--- config.mk ---
export PLATFORM = sky130hd
export DESIGN_NAME = seven_seg_scan_ctrl
export DESIGN_NICKNAME = d
export VERILOG_FILES = /design/src/rtl/seven_seg_scan_ctrl.sv
export SDC_FILE = /design/constraint.sdc
export NUM_CORES = 1
export LEC_CHECK = 0
export ABC_AREA = 1
export CORE_ASPECT_RATIO = 1.2
export CORE_UTILIZATION = 51
export CTS_BUF_LIST = sky130_fd_sc_hd__clkbuf_4 sky130_fd_sc_hd__clkbuf_8
export DETAILED_ROUTE_END_ITERATION = 12
export PLACE_DENSITY = 0.79
export SLEW_MARGIN = 20
export SYNTH_ARGS = -nofsm -noshare
export SYNTH_HDL_FRONTEND = slang
export SYNTH_SLANG_ARGS = --single-unit
--- constraint.sdc ---
create_clock -name clk -period 2.3 [get_ports clk]
set_input_delay 0.69 -clock clk [delete_from_list [all_inputs] [get_ports clk]]
set_output_delay 0.69 -clock clk [all_outputs]
set_load 0.01 [all_outputs]
--- src/rtl/seven_seg_scan_ctrl.sv ---
// Scans one shared BCD-to-7-segment decoder across N_DIGITS common-anode digits.
// A shadow register is committed to the displayed copy only at frame start.
module seven_seg_scan_ctrl #(
  parameter int N_DIGITS     = 4,
  parameter int PRESCALE     = 100000,
  parameter int BLANK_CYCLES = 2
) (
  input  logic                  clk,
  input  logic                  rst_n,
  input  logic                  enable,
  input  logic                  load,
  input  logic [4*N_DIGITS-1:0] digits_in,
  input  logic                  lz_suppress,
  output logic [3:0]            bcd_out,
  input  logic [6:0]            seg_in,
  output logic [6:0]            seg,
  output logic [N_DIGITS-1:0]   an,
  output logic                  update_pending,
  output logic                  frame_tick
);
  localparam int CW = $clog2(PRESCALE);
  localparam int IW = $clog2(N_DIGITS);

  typedef enum logic [1:0] {IDLE, BLANK, SHOW} state_t;

  state_t                r_state;
  logic [IW-1:0]         r_idx;
  logic [CW-1:0]         r_cnt;
  logic [4*N_DIGITS-1:0] r_active, r_shadow;
  logic                  r_pend, r_tick;

  logic [3:0]            w_dig [N_DIGITS];
  logic [N_DIGITS:0]     w_hi_zero;
  logic                  w_slot_end, w_frame_start, w_blank, w_lit;
  logic [3:0]            w_bcd;

  // w_hi_zero[i]: digits N_DIGITS-1 down to i of the active copy are all zero
  assign w_hi_zero[N_DIGITS] = 1'b1;
  for (genvar g = 0; g < N_DIGITS; g++) begin : g_dig
    assign w_dig[g]     = r_active[4*g +: 4];
    assign w_hi_zero[g] = w_hi_zero[g+1] && (w_dig[g] == 4'd0);
  end

  assign w_bcd         = w_dig[r_idx];
  assign w_slot_end    = (r_state == SHOW) && (r_cnt == CW'(PRESCALE-1));
  assign w_frame_start = enable && ((r_state == IDLE) ||
                         (w_slot_end && (r_idx == IW'(N_DIGITS-1))));
  assign w_blank       = lz_suppress && (r_idx != '0) && w_hi_zero[r_idx];
  assign w_lit         = enable && (r_state == SHOW) && !w_blank;

  assign bcd_out        = w_bcd;
  assign an             = w_lit ? ~(N_DIGITS'(1) << r_idx) : '1;
  assign seg            = !w_lit ? 7'h7F : (w_bcd > 4'd9) ? 7'b0111111 : seg_in;
  assign update_pending = r_pend;
  assign frame_tick     = r_tick;

  always_ff @(posedge clk or negedge rst_n) begin
    if (!rst_n) begin
      r_state  <= IDLE;
      r_idx    <= '0;
      r_cnt    <= '0;
      r_active <= '0;
      r_shadow <= '0;
      r_pend   <= 1'b0;
      r_tick   <= 1'b0;
    end else begin
      r_tick <= w_frame_start;
      if (w_frame_start && r_pend) r_active <= r_shadow;
      // a load on the apply edge keeps the new shadow pending for the next frame
      r_pend <= load || (r_pend && !w_frame_start);
      if (load) r_shadow <= digits_in;

      if (!enable) begin
        r_state <= IDLE;
        r_idx   <= '0;
        r_cnt   <= '0;
      end else begin
        case (r_state)
          IDLE: begin
            r_state <= BLANK;
            r_idx   <= '0;
            r_cnt   <= '0;
          end
          BLANK: begin
            r_cnt <= r_cnt + CW'(1);
            if (r_cnt == CW'(BLANK_CYCLES-1)) r_state <= SHOW;
          end
          SHOW: begin
            if (w_slot_end) begin
              r_cnt   <= '0;
              r_state <= BLANK;
              r_idx   <= (r_idx == IW'(N_DIGITS-1)) ? '0 : r_idx + IW'(1);
            end else begin
              r_cnt <= r_cnt + CW'(1);
            end
          end
          default: r_state <= IDLE;
        endcase
      end
    end
  end
endmodule

==> results.md <==
* Startpoint types: register
* N_diodes at 0
* Period minus WS final at 2489 ps
* #FFs+latches synth at 55
* Cts bufs inserted at 5
* Failing checks: negative setup slack
* Max-slew headroom at 57.54%
* Num Clock Sinks at 55
* Synth Flop Type: dfrtp_1
* Syn Std Cell Area at between 3000 and 4000 um2
* Hold Buf Count CTS at 0
* Post-Syn Nets at between 400 and 500
* Post-synthesis cell count at approximately 400
* Most numerous cell in the Yosys netlist: nand2_1
* Worst Skew at 7.061 ps
* Clock Root Buffer: clkbuf_8
* H-Tree Depth at 2
* Worst-Skew Late Latency at 320 ps
* Die W at 72.37 um
* Average cell area after synthesis at between 7 and 8 um2
* Power, Total at between 3 and 4 mW
* Layout cell share with drive strength beyond 1 at 17.12%
* Die Ht at about 86 um
* Grt ovf at 0
* Slew Limit Fails at 0
* I/O Pins at 45
* Largest cells by area after synthesis: dfrtp_1 45%, nand2_1 18%, nor2_1 5.9%, nand4_1 5.0%, inv_1 4.2%
* Fin area at 3877 um2
* # rows at 30
* DP Wirelength at 4973 um
* First-pass GRT wire length at 11,830 um
* CTS tree: done
* Placed inst area at 3735 um2
* Antenna Nets Post-Route at 0
* Routed len/inst at 12.46 um
* Achievable frequency at roughly 400 MHz
* Starting Density at roughly 53%
* Filler cells at ~500
* Total core area at 5705 um2
* Crit. End Element: output pin
* Post-synth top area share at 45.42%
* Worst-path clk slew at 110 ps
* Ys async rst share at between 90% and 100%
* Critical path arrival at 1800 ps
* Port bufs at 44
* Distinct cell type count after synthesis at 28
* Number of global-route vias before repair at 2,603
* DR DRC count at 0
* Die area at 6255 um2
* Number of synthesized flops with an enable pin at 0
* Worst setup margin at -188.5 ps
* Top cells by count, synth: 146 x nand2_1, 55 x dfrtp_1, 48 x nor2_1
* Max Root-Sink Buffers at 2
* Sequential-to-total area share from yosys stat at between 40 and 50%
* Kind of critical path: reg -> out
* DRT Wirelength at 6964 um
* Worst endpoint required time at 1610 ps
* Hold Violations, Final at 0
* Starting DRT DRC Count at roughly 190
* Peak supply drop at 514.8 uV
* Initial antenna violation count at 0
* DR vias at between 2,000 and 3,000
* Pleak at around 1.9 nW
* Crit path max fanout at 7
* Tightest Pin Transition at ~640 ps
* Fin crit share at 108.2%
* Final setup fails at 11
* Yosys warning total at 0
* Via density at 5.109
* Synth-to-layout area growth at 27.95%
* Yosys top cell by area: dfrtp_1
* Total track usage at 23.91%
* Placer Congestion at 0.8771
* Nets at between 500 and 600
* Outcome: finished, violations left
* RSZ-0062 raised after global routing: true
* Pwr per Cell Area at 882.1 nW/um2
* Max-cap violations at 0
* DRT Pass-1 Iters at 4
* Largest net degree at the start of global routing at 30
* Worst Hold Class: in -> async
cell families (layout without fill, tap and decap cells):
kind of cell,count (synthesis),in the layout,share of synthesized area [%]
buffers and inverters,53,125,7.597
and+or+nand+nor,249,249,34.89
AOI/OAI and AO/OA,33,34,6.235
adders and majority gates,10,10,4.129
DFF,55,55,45.42
xor gates and xnor gates,6,6,1.734
cell type report:
type	count	area, um2	share of cell area, %
Clock buffer	5	68.82	1.775
Inverter	37	138.9	3.582
Timing Repair Buffer	80	675.6	17.42
Sequential cell	55	1376	35.50
Clock inverter	3	26.28	0.6776
Tap cell	80	100.1	2.581
Multi-Input combinational cell	299	1491	38.46
metal layers:
layer / GRT usage [%] / vias up / routed length (um)
met2: 38.91 / 78 / 3320
met4: 7.665 / 0 / 113
li1: - / 1440 / -
met5: 0 / - / 0
met1: 33.36 / 1329 / 3223
met3: 2.791 / 9 / 306
sequential cells by signal, indices dropped and copies added, names as in the netlist:
name            flops
r_idx               2
r_cnt              17
r_state             2
r_active           16
frame_tick          1
update_pending      1
r_shadow           16
power breakdown:
group	switching (mW)	internal, mW	total, mW
Clock	0.342	0.225	0.567
Sequential	0.143	1.15	1.30
Combinational	0.858	0.700	1.56
final timing paths:
| check | slack (ps) | depth (start not counted) | endpoint | startpoint |
|---|---|---|---|---|
| worst max-delay path | -190 | 10 | seg[5] | r_idx[0]$_DFFE_PN0P_ |
| worst min-delay path | 380 | 1 | r_active[8]$_DFFE_PN0P_ | rst_n |
| worst max register to register | 410 | 9 | r_cnt[16]$_DFFE_PN0P_ | r_cnt[0]$_DFFE_PN0P_ |
| worst min register to register | 480 | 2 | r_shadow[4]$_DFFE_PN0P_ | r_shadow[4]$_DFFE_PN0P_ |
| max in group asynchronous | 1350 | 2 | r_active[2]$_DFFE_PN0P_ | rst_n |
| min in group clk | 480 | 2 | r_shadow[4]$_DFFE_PN0P_ | r_shadow[4]$_DFFE_PN0P_ |
metrics by stage:
stage / instances / hold slack (ps) / setup TNS, ps / util (%) / worst slack [ps]
floorplan: 406 / 394.4 / 0 / - / 44.20
global placement: 547 / 456.9 / -11800 / 65.46 / -809.0
detailed placement: 547 / 460.7 / -12420 / 65.46 / -828.7
CTS: 559 / 402.5 / -1186 / 67.74 / -152.1
global route: 559 / 420.0 / -2844 / 67.96 / -291.0
finish: 559 / 380.4 / -1749 / 67.96 / -188.5
cell usage in the layout (no fill, tap or decap), drive strengths merged, types with 2 or more instances in the layout:
master and count:
nand2 149, dfrtp 55, nor2 50, buf 50, inv 38, clkdlybuf4s50 26, nand4 24, nand3 22
o21ai 18, a21oi 11, ha 10, xor2 6, clkbuf 5, nor3 4, o22ai 2, dlygate4sd2 2
clkdlybuf4s15 2, clkinv 2
critical path: stages, from the launching register on:
cell and delay (ps):
dfrtp_1 390, inv_2 60, buf_6 130, buf_6 120, a21oi_2 110, o21ai_1 70, o21ai_1 110, o21a_2 250
nor2_1 70, nand2_1 60, buf_2 120
timing repair:
action,CTS,global route
endpoints found under the setup margin,15,15
resized for setup,82,6
setup buffers,4,1
pin swaps,14,8
gates cloned,1,0
(Power assumes the default switching activity.)
==> edit 1 (same flow settings) <==
Make the reset (`rst_n`) synchronous in one clocked block.
--- a/src/rtl/seven_seg_scan_ctrl.sv
+++ b/src/rtl/seven_seg_scan_ctrl.sv
@@ -55,5 +55,5 @@
   assign frame_tick     = r_tick;
 
-  always_ff @(posedge clk or negedge rst_n) begin
+  always_ff @(posedge clk) begin
     if (!rst_n) begin
       r_state  <= IDLE;
Check against the original RTL: differs if rst_n is asserted again (counterexample within 4 cycles, from zero or initial values and one cycle with rst_n low); with rst_n held inactive, the same outputs for 10 cycles.
==> edit 1 against the unedited design <==
The flow still finishes with violations (setup timing). Final area increased by 6.3%. Synthesized cell count rose by 16%. Critical path depth grew 1. Routed wire length increased by 14%. Maximum frequency rose by 0.75%. Sequential cell count is the same. Clock skew is 0.0011 ns higher. Synthesized area up 0.12%. Setup slack improved by 0.019 ns. Critical path type unchanged. Largest cell class unchanged.
Power is not compared: it rests on default switching activity, and its combinational part moved more than twofold at a synthesized area within 25%.
==> edit 1: results <==
critical_path:
  worstReg2RegStart: "r_cnt[1]$_SDFFE_PN0N_"
  cp_top_family: "buffers and inverters"
  setup_slack_reg_to_reg_ns: 0.26
  worst_ep_arrival_time_ns: 1.78
  critical-path-slowest-cell: "sky130_fd_sc_hd__dfxtp_4"
  worst_r2r_path_depth: 8
  worst_r2r_endpoint: "r_cnt[10]$_SDFFE_PN0N_"
layout:
  nNetsFinal: 595
  area_occupied_by_registers_um2: 1110
  post_route_cells_drive_above_1_share_pct: 21.5
  non_clock_inverter_instance_count_of_the_final_layout: 82
  final-clk-cell-share_pct: 2.34
  multi_input_area_um2: 1670
  count_of_plain_and_timing_repair_buffers: 100
  finish.cell_count_without_fillers: 638
  buf_share_pct: 20.1
  multi_input_gate_count: 313
routing:
  met1_length_um: 3190
  met2_length_um: 4360
  drt-initial-drc-count: 201
  detailroute.via_count: 3241
  dr.pass1.iters: 5
global_routing:
  wire_length_of_the_first_global_routing_pass_um: 12900
  grt_max_degree: 34
  track_usage_pct: 26.2
  gr-usage-met1_pct: 28.4
  groute.layer.met3.usage_pct: 3.84
  vias_in_the_first_global_route: 3016
  fraction_of_met2_tracks_used_by_global_routing_pct: 50.6
yosys:
  yosysSeqAreaShare_pct: 36.3
  distinct_cell_type_count_of_the_synthesized_netlist: 27
  asyncSetResetFlopFracSynth_pct: 0
  synth_nets: 507
  post_synth_most_frequent_cells: "sky130_fd_sc_hd__nand2_1 (110), sky130_fd_sc_hd__inv_1 (80), sky130_fd_sc_hd__dfxtp_1 (55)"
  yosys-top-cells-area: "sky130_fd_sc_hd__dfxtp_1 (36%), sky130_fd_sc_hd__nand2_1 (14%), sky130_fd_sc_hd__inv_1 (9.9%)"
sta:
  report.final.setup_viol: 9
  worst_pin_slew_ns: 0.613
  post_route_clock_skew_ns: 0.00819
  totalNegativeSetupSlack_ns: -1.08
  setup_ws_ns: -0.170
status:
  failed_checks: "setup timing"
  run_status: "finished with violations"
place:
  place.detailed.instances: 614
cts:
  postCtsSetupRepairBufs: 12
  postCtsResizedCells: 97
edit 1: metrics by stage:
stage / hold WS [ns] / util, % / setup WS, ns
2_1_floorplan: 0.429 / - / 0.0409
3_3_place_gp: 0.438 / 66.6 / -0.843
3_5_place_dp: 0.445 / 66.6 / -0.908
4_1_cts: 0.462 / 71.4 / -0.126
5_1_grt: 0.479 / 72.2 / -0.226
6_report: 0.461 / 72.2 / -0.170
edit 1: cells by family after synthesis:
family,count (synthesis),share of synthesized area (%)
AOI/OAI and AO/OA,87,14.7
xor gates and xnor gates,1,0.289
adders and majority gates,10,4.12
buffers and inverters,102,12.9
DFF,55,36.3
and+or+nand+nor,214,31.7
edit 1: where the power goes:
part	internal [mW]	switching [mW]
registers	0.993	0.0167
logic	0.170	0.201
clock network	0.225	0.353
edit 1: worst min-delay path, stage by stage, from the launching register on:
cell and delay, ns:
sky130_fd_sc_hd__dfxtp_1 0.31, sky130_fd_sc_hd__inv_1 0.06, sky130_fd_sc_hd__a21oi_1 0.06
==> edit 2 (config.mk and constraints unchanged) <==
Made on the original files. The parameter `N_DIGITS` goes from 4 to 8.
--- a/src/rtl/seven_seg_scan_ctrl.sv
+++ b/src/rtl/seven_seg_scan_ctrl.sv
@@ -2,5 +2,5 @@
 // A shadow register is committed to the displayed copy only at frame start.
 module seven_seg_scan_ctrl #(
-  parameter int N_DIGITS     = 4,
+  parameter int N_DIGITS     = 8,
   parameter int PRESCALE     = 100000,
   parameter int BLANK_CYCLES = 2
Ports: changed (resized an and digits_in); port bits go from 45 to 65. The function was not compared with the original's and may differ.
==> edit 2 against the unedited design <==
Critical path depth rose by 1. Power rose by 85%. Routed wire length rose by 68%. The flow still finishes with violations (setup timing). Global-route usage rose by 1.6 points. Combinational power rose by 99%. Via count rose by 55%. Largest cell class unchanged. Sequential cell count rose by 33. Final area rose by 68%. Setup slack got worse by 0.25 ns. Utilization rose by 3.8 points. Synthesized area rose by 58%. Maximum frequency fell by 9.2%. Synthesized cell count rose by 48%. Critical path type unchanged. Clock power rose by 87%.
==> edit 2: results <==
status:
  run_status: "finished with violations"
  failed_checks: "setup timing"
critical_path:
  endpoint_of_the_most_critical_setup_path: "an[0]"
  critical-path-slowest-cell: "sky130_fd_sc_hd__dfrtp_2"
  max_stage_delay_ns: 0.47
  setup_slack_reg_to_reg_ns: 0.23
  worst_r2r_path_depth: 11
  critical_path.max_fanout: 6
  worst_r2r_endpoint: "r_active[14]$_DFFE_PN0P_"
place:
  dp_hpwl_um: 7990
  pre_cts_ws_ns: -0.858
  place.detailed.instances: 830
  place.port_buffers: 64
  placed_cell_area_um2: 6030
routing:
  drt-initial-drc-count: 277
  vias_per_cell: 5.14
  met2_length_um: 6170
  met1_length_um: 4790
  finalWirelength_um: 11700
  dr.pass1.iters: 5
yosys:
  xor_xnor_share_of_the_synthesized_area_pct: 0.915
  syn-instance-count: 600
  yosys-top-cells-area: "sky130_fd_sc_hd__dfrtp_1 (46%), sky130_fd_sc_hd__nand2_1 (11%), sky130_fd_sc_hd__o21ai_2 (5.9%)"
  yosysSeqAreaShare_pct: 46.0
  post_synth_mux_area_share_pct: 0
  synth_nets: 656
  distinct_cell_type_count_of_the_synthesized_netlist: 35
  post_synth_most_frequent_cells: "sky130_fd_sc_hd__nand2_1 (141), sky130_fd_sc_hd__dfrtp_1 (88), sky130_fd_sc_hd__inv_1 (74)"
cts:
  postCtsSetupRepairBufs: 10
  clk-insertion-delay-late_ns: 0.37
  postCtsResizedCells: 133
  htree_num_levels: 3
  cts_made_buffers: 9
layout:
  post_route_cells_drive_above_1_share_pct: 31.4
  reg.largest.list: "r_active (32), r_shadow (32), r_cnt (17)"
  nNetsFinal: 790
  finish.cell_count_without_fillers: 859
pwr:
  power.share.clock_pct: 16.8
  seq_power_share_pct: 34.3
  p_leak_nw: 3.10
  power.combinational.total_mw: 3.10
  power.ir.vdd_worst_mv: 0.567
  p_sw_mw: 2.44
sta:
  report.final.setup_viol: 19
  post_route_clock_skew_ns: 0.0203
  setup_ws_ns: -0.441
  totalNegativeSetupSlack_ns: -6.62
  worst_pin_slew_ns: 0.478
global_routing:
  fraction_of_met2_tracks_used_by_global_routing_pct: 46.9
  grt_max_degree: 53
  groute.layer.met3.usage_pct: 3.87
==> edit 2: cell types whose count changed in the layout (fill, tap and decap cells not counted), moves of 7 or more <==
cell	delta
sky130_fd_sc_hd__clkdlybuf4s50_1	+16
sky130_fd_sc_hd__inv_1	+40
sky130_fd_sc_hd__o21ai_0	+36
sky130_fd_sc_hd__clkbuf_8	+7
sky130_fd_sc_hd__o21ai_2	+31
sky130_fd_sc_hd__buf_4	+34
sky130_fd_sc_hd__nand3_2	+8
sky130_fd_sc_hd__nand4_1	-13
sky130_fd_sc_hd__nand2_1	-16
sky130_fd_sc_hd__buf_12	+8
sky130_fd_sc_hd__nand2_2	+35
sky130_fd_sc_hd__dfrtp_1	+32
==> edit 2: layout make-up <==
cell class / instances / area (um2)
flip-flops and latches: 88 / 2200
clock buffers: 13 / 173
fillers: 661 / 2560
clock inverters: 3 / 25.0
multi-input cells: 409 / 2350
well taps: 120 / 150
inverters: 83 / 318
repair buffers: 143 / 1300
